<file path="config.mk">
export PLATFORM = sky130hd
export DESIGN_NAME = alu_seq_flat
export DESIGN_NICKNAME = d
export VERILOG_FILES = /design/src/rtl/alu_seq_if.sv /design/src/rtl/alu_seq.sv /design/src/flat_wrapper.sv
export SDC_FILE = /design/constraint.sdc
export NUM_CORES = 1
export LEC_CHECK = 0
export CAP_MARGIN = 20
export CORE_UTILIZATION = 50
export DETAILED_ROUTE_END_ITERATION = 8
export GPL_TIMING_DRIVEN = 0
export PLACE_DENSITY = 0.7
export SYNTH_ARGS = -nofsm -noshare
export SYNTH_HDL_FRONTEND = slang
export SYNTH_SLANG_ARGS = --single-unit
</file>
<file path="constraint.sdc">
create_clock -name clk -period 2.7 [get_ports clk]
set_input_delay 0.405 -clock clk [delete_from_list [all_inputs] [get_ports clk]]
set_output_delay 0.405 -clock clk [all_outputs]
set_load 0.02 [all_outputs]
</file>
<file path="src/rtl/alu_seq_if.sv">
// Handshake and result bus for alu_seq: operand/op request channel plus held result channel.
// The slave modport is the ALU side; the master modport is the source/consumer side.
interface alu_seq_if #(
    parameter int WIDTH = 8
);
    logic                   in_valid;
    logic                   in_ready;
    logic [WIDTH-1:0]       a;
    logic [WIDTH-1:0]       b;
    logic [3:0]             s;
    logic                   out_valid;
    logic                   out_ready;
    logic [2*WIDTH-1:0]     y;
    logic                   carry;
    logic                   zero;
    logic                   div0;

    modport slave (
        input  in_valid, a, b, s, out_ready,
        output in_ready, out_valid, y, carry, zero, div0
    );

    modport master (
        output in_valid, a, b, s, out_ready,
        input  in_ready, out_valid, y, carry, zero, div0
    );
endinterface

</file>
<file path="src/rtl/alu_seq.sv">
// Handshaked sequential ALU: single-cycle logic/add/shift ops, iterative shift-add
// multiply and restoring divide; results are held with flags until accepted downstream.
module alu_seq #(
    parameter int WIDTH = 8
) (
    input  logic       clk,
    input  logic       rst_n,
    input  logic       en,
    alu_seq_if.slave   ifc
);
    localparam int SW = $clog2(WIDTH);

    typedef enum logic [1:0] {IDLE, EXEC, DONE} state_t;

    typedef enum logic [3:0] {
        OP_PASS, OP_ADD, OP_SUB, OP_MUL, OP_DIV, OP_AND, OP_OR, OP_XOR,
        OP_NOT, OP_SHL, OP_SHR, OP_SAR, OP_ROL, OP_ROR, OP_CMP, OP_INC
    } op_t;

    state_t               state_q, state_d;
    logic [SW-1:0]        cnt_q, cnt_d;
    logic                 is_div_q, is_div_d;
    logic [WIDTH-1:0]     opd_q, opd_d;
    logic [2*WIDTH-1:0]   work_q, work_d;
    logic [2*WIDTH-1:0]   y_q, y_d;
    logic                 carry_q, carry_d;
    logic                 zero_q, zero_d;
    logic                 div0_q, div0_d;

    op_t                  op;
    logic                 in_ready;
    logic                 accept;

    logic [SW-1:0]        sh;
    logic [WIDTH:0]       add_sum, sub_diff, inc_sum;
    logic [WIDTH:0]       shl_ext, shr_ext, sar_ext;
    logic [WIDTH-1:0]     rol_res, ror_res;
    logic [WIDTH:0]       res;
    logic                 alu_c;
    logic [2*WIDTH-1:0]   alu_y;

    logic [WIDTH:0]       mul_sum;
    logic [2*WIDTH-1:0]   mul_next;
    logic [WIDTH:0]       div_top, div_diff;
    logic [2*WIDTH-1:0]   div_next;
    logic [2*WIDTH-1:0]   step;

    assign op       = op_t'(ifc.s);
    assign sh       = ifc.b[SW-1:0];
    assign in_ready = en && (state_q == IDLE || (state_q == DONE && ifc.out_ready));
    assign accept   = ifc.in_valid && in_ready;

    // Rotates built bit-by-bit; index arithmetic wraps because WIDTH is a power of two.
    always_comb begin
        rol_res = '0;
        ror_res = '0;
        for (int i = 0; i < WIDTH; i++) begin
            rol_res[i] = ifc.a[SW'(i) - sh];
            ror_res[i] = ifc.a[SW'(i) + sh];
        end
    end

    // NOTE: every variable written here gets a default first, so no latches are inferred.
    always_comb begin
        add_sum  = {1'b0, ifc.a} + {1'b0, ifc.b};
        sub_diff = {1'b0, ifc.a} - {1'b0, ifc.b};
        inc_sum  = {1'b0, ifc.a} + {{WIDTH{1'b0}}, 1'b1};
        shl_ext  = {1'b0, ifc.a} << sh;
        shr_ext  = {ifc.a, 1'b0} >> sh;
        sar_ext  = $signed({ifc.a, 1'b0}) >>> sh;
        res      = '0;
        alu_c    = 1'b0;
        unique case (op)
            OP_PASS: res = {1'b0, ifc.a};
            OP_ADD:  begin res = add_sum;  alu_c = add_sum[WIDTH]; end
            OP_SUB:  begin res = {1'b0, sub_diff[WIDTH-1:0]}; alu_c = sub_diff[WIDTH]; end
            OP_AND:  res = {1'b0, ifc.a & ifc.b};
            OP_OR:   res = {1'b0, ifc.a | ifc.b};
            OP_XOR:  res = {1'b0, ifc.a ^ ifc.b};
            OP_NOT:  res = {1'b0, ~ifc.a};
            OP_SHL:  begin res = {1'b0, shl_ext[WIDTH-1:0]}; alu_c = shl_ext[WIDTH]; end
            OP_SHR:  begin res = {1'b0, shr_ext[WIDTH:1]};   alu_c = shr_ext[0]; end
            OP_SAR:  begin res = {1'b0, sar_ext[WIDTH:1]};   alu_c = sar_ext[0]; end
            OP_ROL:  res = {1'b0, rol_res};
            OP_ROR:  res = {1'b0, ror_res};
            OP_CMP:  res = {{(WIDTH-2){1'b0}}, $signed(ifc.a) < $signed(ifc.b),
                            ifc.a < ifc.b, ifc.a == ifc.b};
            OP_INC:  begin res = inc_sum; alu_c = inc_sum[WIDTH]; end
            default: res = '0;
        endcase
        alu_y = {{(WIDTH-1){1'b0}}, res};
    end

    // One iteration step: shift-add multiply or restoring divide on the shared work register.
    always_comb begin
        mul_sum  = {1'b0, work_q[2*WIDTH-1:WIDTH]} + (work_q[0] ? {1'b0, opd_q} : '0);
        mul_next = {mul_sum, work_q[WIDTH-1:1]};
        div_top  = work_q[2*WIDTH-1:WIDTH-1];
        div_diff = div_top - {1'b0, opd_q};
        if (div_top >= {1'b0, opd_q})
            div_next = {div_diff[WIDTH-1:0], work_q[WIDTH-2:0], 1'b1};
        else
            div_next = {div_top[WIDTH-1:0], work_q[WIDTH-2:0], 1'b0};
        step = is_div_q ? div_next : mul_next;
    end

    always_comb begin
        state_d  = state_q;
        cnt_d    = cnt_q;
        is_div_d = is_div_q;
        opd_d    = opd_q;
        work_d   = work_q;
        y_d      = y_q;
        carry_d  = carry_q;
        zero_d   = zero_q;
        div0_d   = div0_q;
        if (en) begin
            if (state_q == EXEC) begin
                work_d = step;
                cnt_d  = cnt_q + 1'b1;
                if (cnt_q == SW'(WIDTH - 1)) begin
                    state_d = DONE;
                    y_d     = step;
                    carry_d = 1'b0;
                    zero_d  = (step == '0);
                    div0_d  = 1'b0;
                end
            end else begin
                if (state_q == DONE && ifc.out_ready)
                    state_d = IDLE;
                if (accept) begin
                    cnt_d = '0;
                    if (op == OP_MUL) begin
                        state_d  = EXEC;
                        is_div_d = 1'b0;
                        opd_d    = ifc.a;
                        work_d   = {{WIDTH{1'b0}}, ifc.b};
                    end else if (op == OP_DIV && ifc.b != '0) begin
                        state_d  = EXEC;
                        is_div_d = 1'b1;
                        opd_d    = ifc.b;
                        work_d   = {{WIDTH{1'b0}}, ifc.a};
                    end else if (op == OP_DIV) begin
                        state_d = DONE;
                        y_d     = {ifc.a, {WIDTH{1'b1}}};
                        carry_d = 1'b0;
                        zero_d  = 1'b0;
                        div0_d  = 1'b1;
                    end else begin
                        state_d = DONE;
                        y_d     = alu_y;
                        carry_d = alu_c;
                        zero_d  = (alu_y == '0);
                        div0_d  = 1'b0;
                    end
                end
            end
        end
    end

    // NOTE: non-blocking assignments make every flop update from the same pre-edge values.
    always_ff @(posedge clk or negedge rst_n) begin
        if (!rst_n) begin
            state_q  <= IDLE;
            cnt_q    <= '0;
            is_div_q <= 1'b0;
            opd_q    <= '0;
            work_q   <= '0;
            y_q      <= '0;
            carry_q  <= 1'b0;
            zero_q   <= 1'b0;
            div0_q   <= 1'b0;
        end else begin
            state_q  <= state_d;
            cnt_q    <= cnt_d;
            is_div_q <= is_div_d;
            opd_q    <= opd_d;
            work_q   <= work_d;
            y_q      <= y_d;
            carry_q  <= carry_d;
            zero_q   <= zero_d;
            div0_q   <= div0_d;
        end
    end

    assign ifc.in_ready  = in_ready;
    assign ifc.out_valid = (state_q == DONE);
    assign ifc.y         = y_q;
    assign ifc.carry     = carry_q;
    assign ifc.zero      = zero_q;
    assign ifc.div0      = div0_q;
endmodule

</file>
<file path="src/flat_wrapper.sv">
// flat-port wrapper written by rule: the top's interface ports become plain ports
module alu_seq_flat 
#(
    parameter int WIDTH = 8
)
  (clk, rst_n, en, ifc_in_valid, ifc_a, ifc_b, ifc_s, ifc_out_ready, ifc_in_ready, ifc_out_valid, ifc_y, ifc_carry, ifc_zero, ifc_div0);
  alu_seq_if #(.WIDTH(WIDTH)) ifc_i ();
  input  logic clk;
  input  logic rst_n;
  input  logic en;
  input wire logic [$bits(ifc_i.in_valid)-1:0] ifc_in_valid;
  input wire logic [$bits(ifc_i.a)-1:0] ifc_a;
  input wire logic [$bits(ifc_i.b)-1:0] ifc_b;
  input wire logic [$bits(ifc_i.s)-1:0] ifc_s;
  input wire logic [$bits(ifc_i.out_ready)-1:0] ifc_out_ready;
  output wire logic [$bits(ifc_i.in_ready)-1:0] ifc_in_ready;
  output wire logic [$bits(ifc_i.out_valid)-1:0] ifc_out_valid;
  output wire logic [$bits(ifc_i.y)-1:0] ifc_y;
  output wire logic [$bits(ifc_i.carry)-1:0] ifc_carry;
  output wire logic [$bits(ifc_i.zero)-1:0] ifc_zero;
  output wire logic [$bits(ifc_i.div0)-1:0] ifc_div0;
  assign ifc_i.in_valid = ifc_in_valid;
  assign ifc_i.a = ifc_a;
  assign ifc_i.b = ifc_b;
  assign ifc_i.s = ifc_s;
  assign ifc_i.out_ready = ifc_out_ready;
  assign ifc_in_ready = ifc_i.in_ready;
  assign ifc_out_valid = ifc_i.out_valid;
  assign ifc_y = ifc_i.y;
  assign ifc_carry = ifc_i.carry;
  assign ifc_zero = ifc_i.zero;
  assign ifc_div0 = ifc_i.div0;
  alu_seq #(.WIDTH(WIDTH)) u_core (.clk(clk), .rst_n(rst_n), .en(en), .ifc(ifc_i));
endmodule
</file>
==> metrics <==
outcome finished, violations left; violated checks setup timing; skew final 4.887 ps; Filler Cells Inserted 962; Max-cap violations 0; HP Class register to register; Mapped Nets 888; Main synth FF type dfrtp_1; Pleak 0.003762 µW; final worst slack -182.4 ps; Antenna Nets Post-Route 0; GRT met3 Usage 16.16%; simple-gate share of the synthesized area 22.36%; CP startpoint ifc_a[4]; GP Congestion 1.032; Final Hold Vio Count 0; CP max stage delay 330 ps; Layout Cells excl Fill 1111; Worst Setup Start Kind input pin; Placed Instances 1030; M1 GR Usage 57.61%; clk buf depth 2; Tcrit/Tclk final 106.8%; nets 1013; clock-pin slew on the worst setup and hold paths 70 ps; Top-Level Pins 46; Num CTS Buffers 5; Final setup viols 5; FF-to-FF End u_core.ifc.y[8]$_DFFE_PN0P_; row cnt 41; via count 7788; worst reg2reg startpoint u_core.work_q[10]$_DFFE_PN0P_; die width 116.0 µm; number of synthesized flops with an enable pin 0; critical path fanouts, max 10; CTS tree built; slew at the pin with the worst max-slew slack 654.7 ps; global-route wire length before repair 42100 µm; YS warnings 0; Area contributors post-synth dfrtp_1 19%, ha_1 8.9%, mux4_2 5.9%; Hold Path End u_core.ifc.y[0]$_DFFE_PN0P_; critical path class input pin to register; synthesized instance count 813; critical path, cell by cell buf_4, buf_8, buf_12, clkinvlp_4, ha_4, clkbuf_2, mux2_2, a2bb2oi_4, o21ai_1, a2111oi_4, nand4_1, nor4_1, a41oi_1, o21ai_1; largest net degree at the start of global routing 41; Worst Reg2Reg Path Length in Cells 9; reg2reg setup slack 20 ps; DRT iter0 DRCs 1245; clk_lat worst skew 300 ps; WP data required 2920 ps; Max Freq 346.9 MHz; wire per inst 26.26 µm; post-synthesis mux area share 11.37%; Synth top area share 18.86%; # DRC 0; PD cells 742.7 nW/µm²; cell mode on critical path o21ai_1; hold_sp u_core.ifc.y[0]$_DFFE_PN0P_; H-tree depth 2; DP Wirelength 20350 µm; final WL 29180 µm; layer with the highest usage met2; CP Buf/Inv Count 5; port bufs 44; Slew Limit Headroom 56.09%; CP max stage cell nor4_1; vias per inst 7.010; complex-gate fraction of the synthesized area 26.25%; Hold WS 466.0 ps; Diodes inserted 0; pre-CTS WS -2353 ps; fin. max-slew vios 0; Hold Path Stages 2; layout cell share with drive strength beyond 1 30.24%; delay-heaviest family, CP compound AO/OA/AOI/OAI gates; initial antenna violation count 0; clock sink total 49; sequential area share after synthesis 18.86%; Mean Syn Cell Area 7.997 µm²; drt first pass iters 6; Synth Area in XOR/XNOR 2.964%; #FFs+latches synth 49; Die Area 13460 µm²; Post-synth ARST share 100.0%; Syn Std Cell Area 6501 µm²; main combinational cell family by area after synthesis compound AO/OA/AOI/OAI gates; area leader, netlist dfrtp_1; Area Overhead vs Synth 37.82%; Die Height 116.0 µm; clock root buffer master clkbuf_16; vias in the first global route 7255; VDD IR max 0.6179 mV; GRT Residual Overflow 0; CORE AREA 12670 µm²; min Tclk post-route 2882 ps; RSZ-0062 raised after global routing yes; starting density of the core 51.31%; TNS Setup -446.4 ps; Yosys cell types 79; crit path capture type register; met2 Usage GRT 61.90%; adder-cell share of the synthesized area 10.08%; CP arrival 3110 ps; total global-route track usage 42.65%
[cells by family after synthesis]
| logic type | Yosys count |
|---|---|
| fa+ha+maj | 50 |
| xor+xnor | 22 |
| mux | 47 |
| compound gates | 244 |
| flops | 49 |
| buf+inv | 111 |
| simple gates | 290 |
[worst reg2reg max path, cell delays in order, from the launching register on]
cell     delay (ps)
dfrtp_1         460
ha_1            460
nand4_1         200
o21ai_2         310
o31a_1          240
buf_4           160
mux2i_2         250
a21oi_2         120
a22o_1          290
o21ai_2         120
[where the power goes]
part,leakage (µW),internal [µW],total (µW),switching (µW)
combinational,0.00309,2030,4690,2670
clock,0.0000696,341,633,292
sequential,0.000601,1050,1330,284
[cell usage after synthesis, drive strengths merged (6+ instances only)]
library cell / n
o31ai: 9
nor2: 74
nand2: 68
dfrtp: 49
nor3: 23
nand3: 31
ha: 46
a21o: 15
a22o: 6
nand2b: 7
xor2: 13
mux2i: 21
nor2b: 18
o21a: 10
and2: 15
a21oi: 39
o21ai: 51
mux2: 6
nor4: 8
a31oi: 6
mux4: 20
and3: 8
o22ai: 7
buf: 34
nand4: 8
a211oi: 22
inv: 41
a311oi: 7
xnor2: 9
clkbuf: 36
o31a: 6
o211ai: 10
[layout make-up]
cell class	instances	area, µm²	share of cell area [%]
Multi-Input combinational cell	653	5438	60.69
Clock inverter	3	17.52	0.1955
Timing Repair Buffer	124	1109	12.37
Clock buffer	5	125.1	1.396
Buffer	64	638.1	7.122
Sequential cell	49	1227	13.70
Tap cell	172	215.2	2.402
Inverter	41	190.2	2.123
[worst max-delay path by stage]
stage | to | cells after the start
after floorplan | u_core.ifc.zero$_DFFE_PN0P_ | 13
after global placement | u_core.ifc.zero$_DFFE_PN0P_ | 13
after detailed placement | u_core.ifc.zero$_DFFE_PN0P_ | 13
after CTS | u_core.ifc.zero$_DFFE_PN0P_ | 13
after global routing | u_core.ifc.zero$_DFFE_PN0P_ | 14
final | u_core.ifc.zero$_DFFE_PN0P_ | 14
[routing by layer]
metal,vias to the layer above,wire (µm)
met3,130,4097
met1,3768,11480
met4,0,1341
met2,606,12260
met5,-,0
li1,3284,-
[layout by cell type, fill, tap and decap left out, types with 11 or more instances in the layout]
master           instances
a211oi_1                14
a21o_1                  15
a21oi_1                 34
and2_1                  13
buf_4                   77
buf_6                   22
clkbuf_1                18
clkbuf_16               11
clkdlybuf4s50_1         26
dfrtp_1                 48
ha_1                    34
ha_4                    12
inv_1                   29
mux2i_1                 18
mux4_2                  17
nand2_1                 66
nand3_1                 30
nor2_1                  71
nor2b_1                 14
nor3_1                  13
o21ai_0                 41
xor2_1                  12
[state kept, by name, indices dropped and copies added, names as in the netlist]
signal            count
u_core.state_q        2
u_core.ifc.carry      1
u_core.work_q        16
u_core.ifc.zero       1
u_core.opd_q          8
u_core.is_div_q       1
u_core.ifc.y         16
u_core.cnt_q          3
u_core.ifc.div0       1
[through the flow]
| step | util, % | area, µm² | power (µW) |
|---|---|---|---|
| floorplan | - | 6569 | 3650 |
| global placement | 57.02 | 7224 | 4761 |
| detailed placement | 57.13 | 7239 | 4846 |
| CTS | 66.69 | 8451 | 6018 |
| global route | 70.71 | 8960 | 6966 |
| finish | 70.71 | 8960 | 6654 |
[what timing repair did]
item / in CTS / in global routing
hold buffers: 1 / 0
hold endpoints to repair: 9 / 0
endpoints found under the setup margin: 46 / 28
buffers inserted: 43 / 35
resized for setup: 217 / 90
pin swaps: 36 / 53
Power figures use the tool's default switching activity.
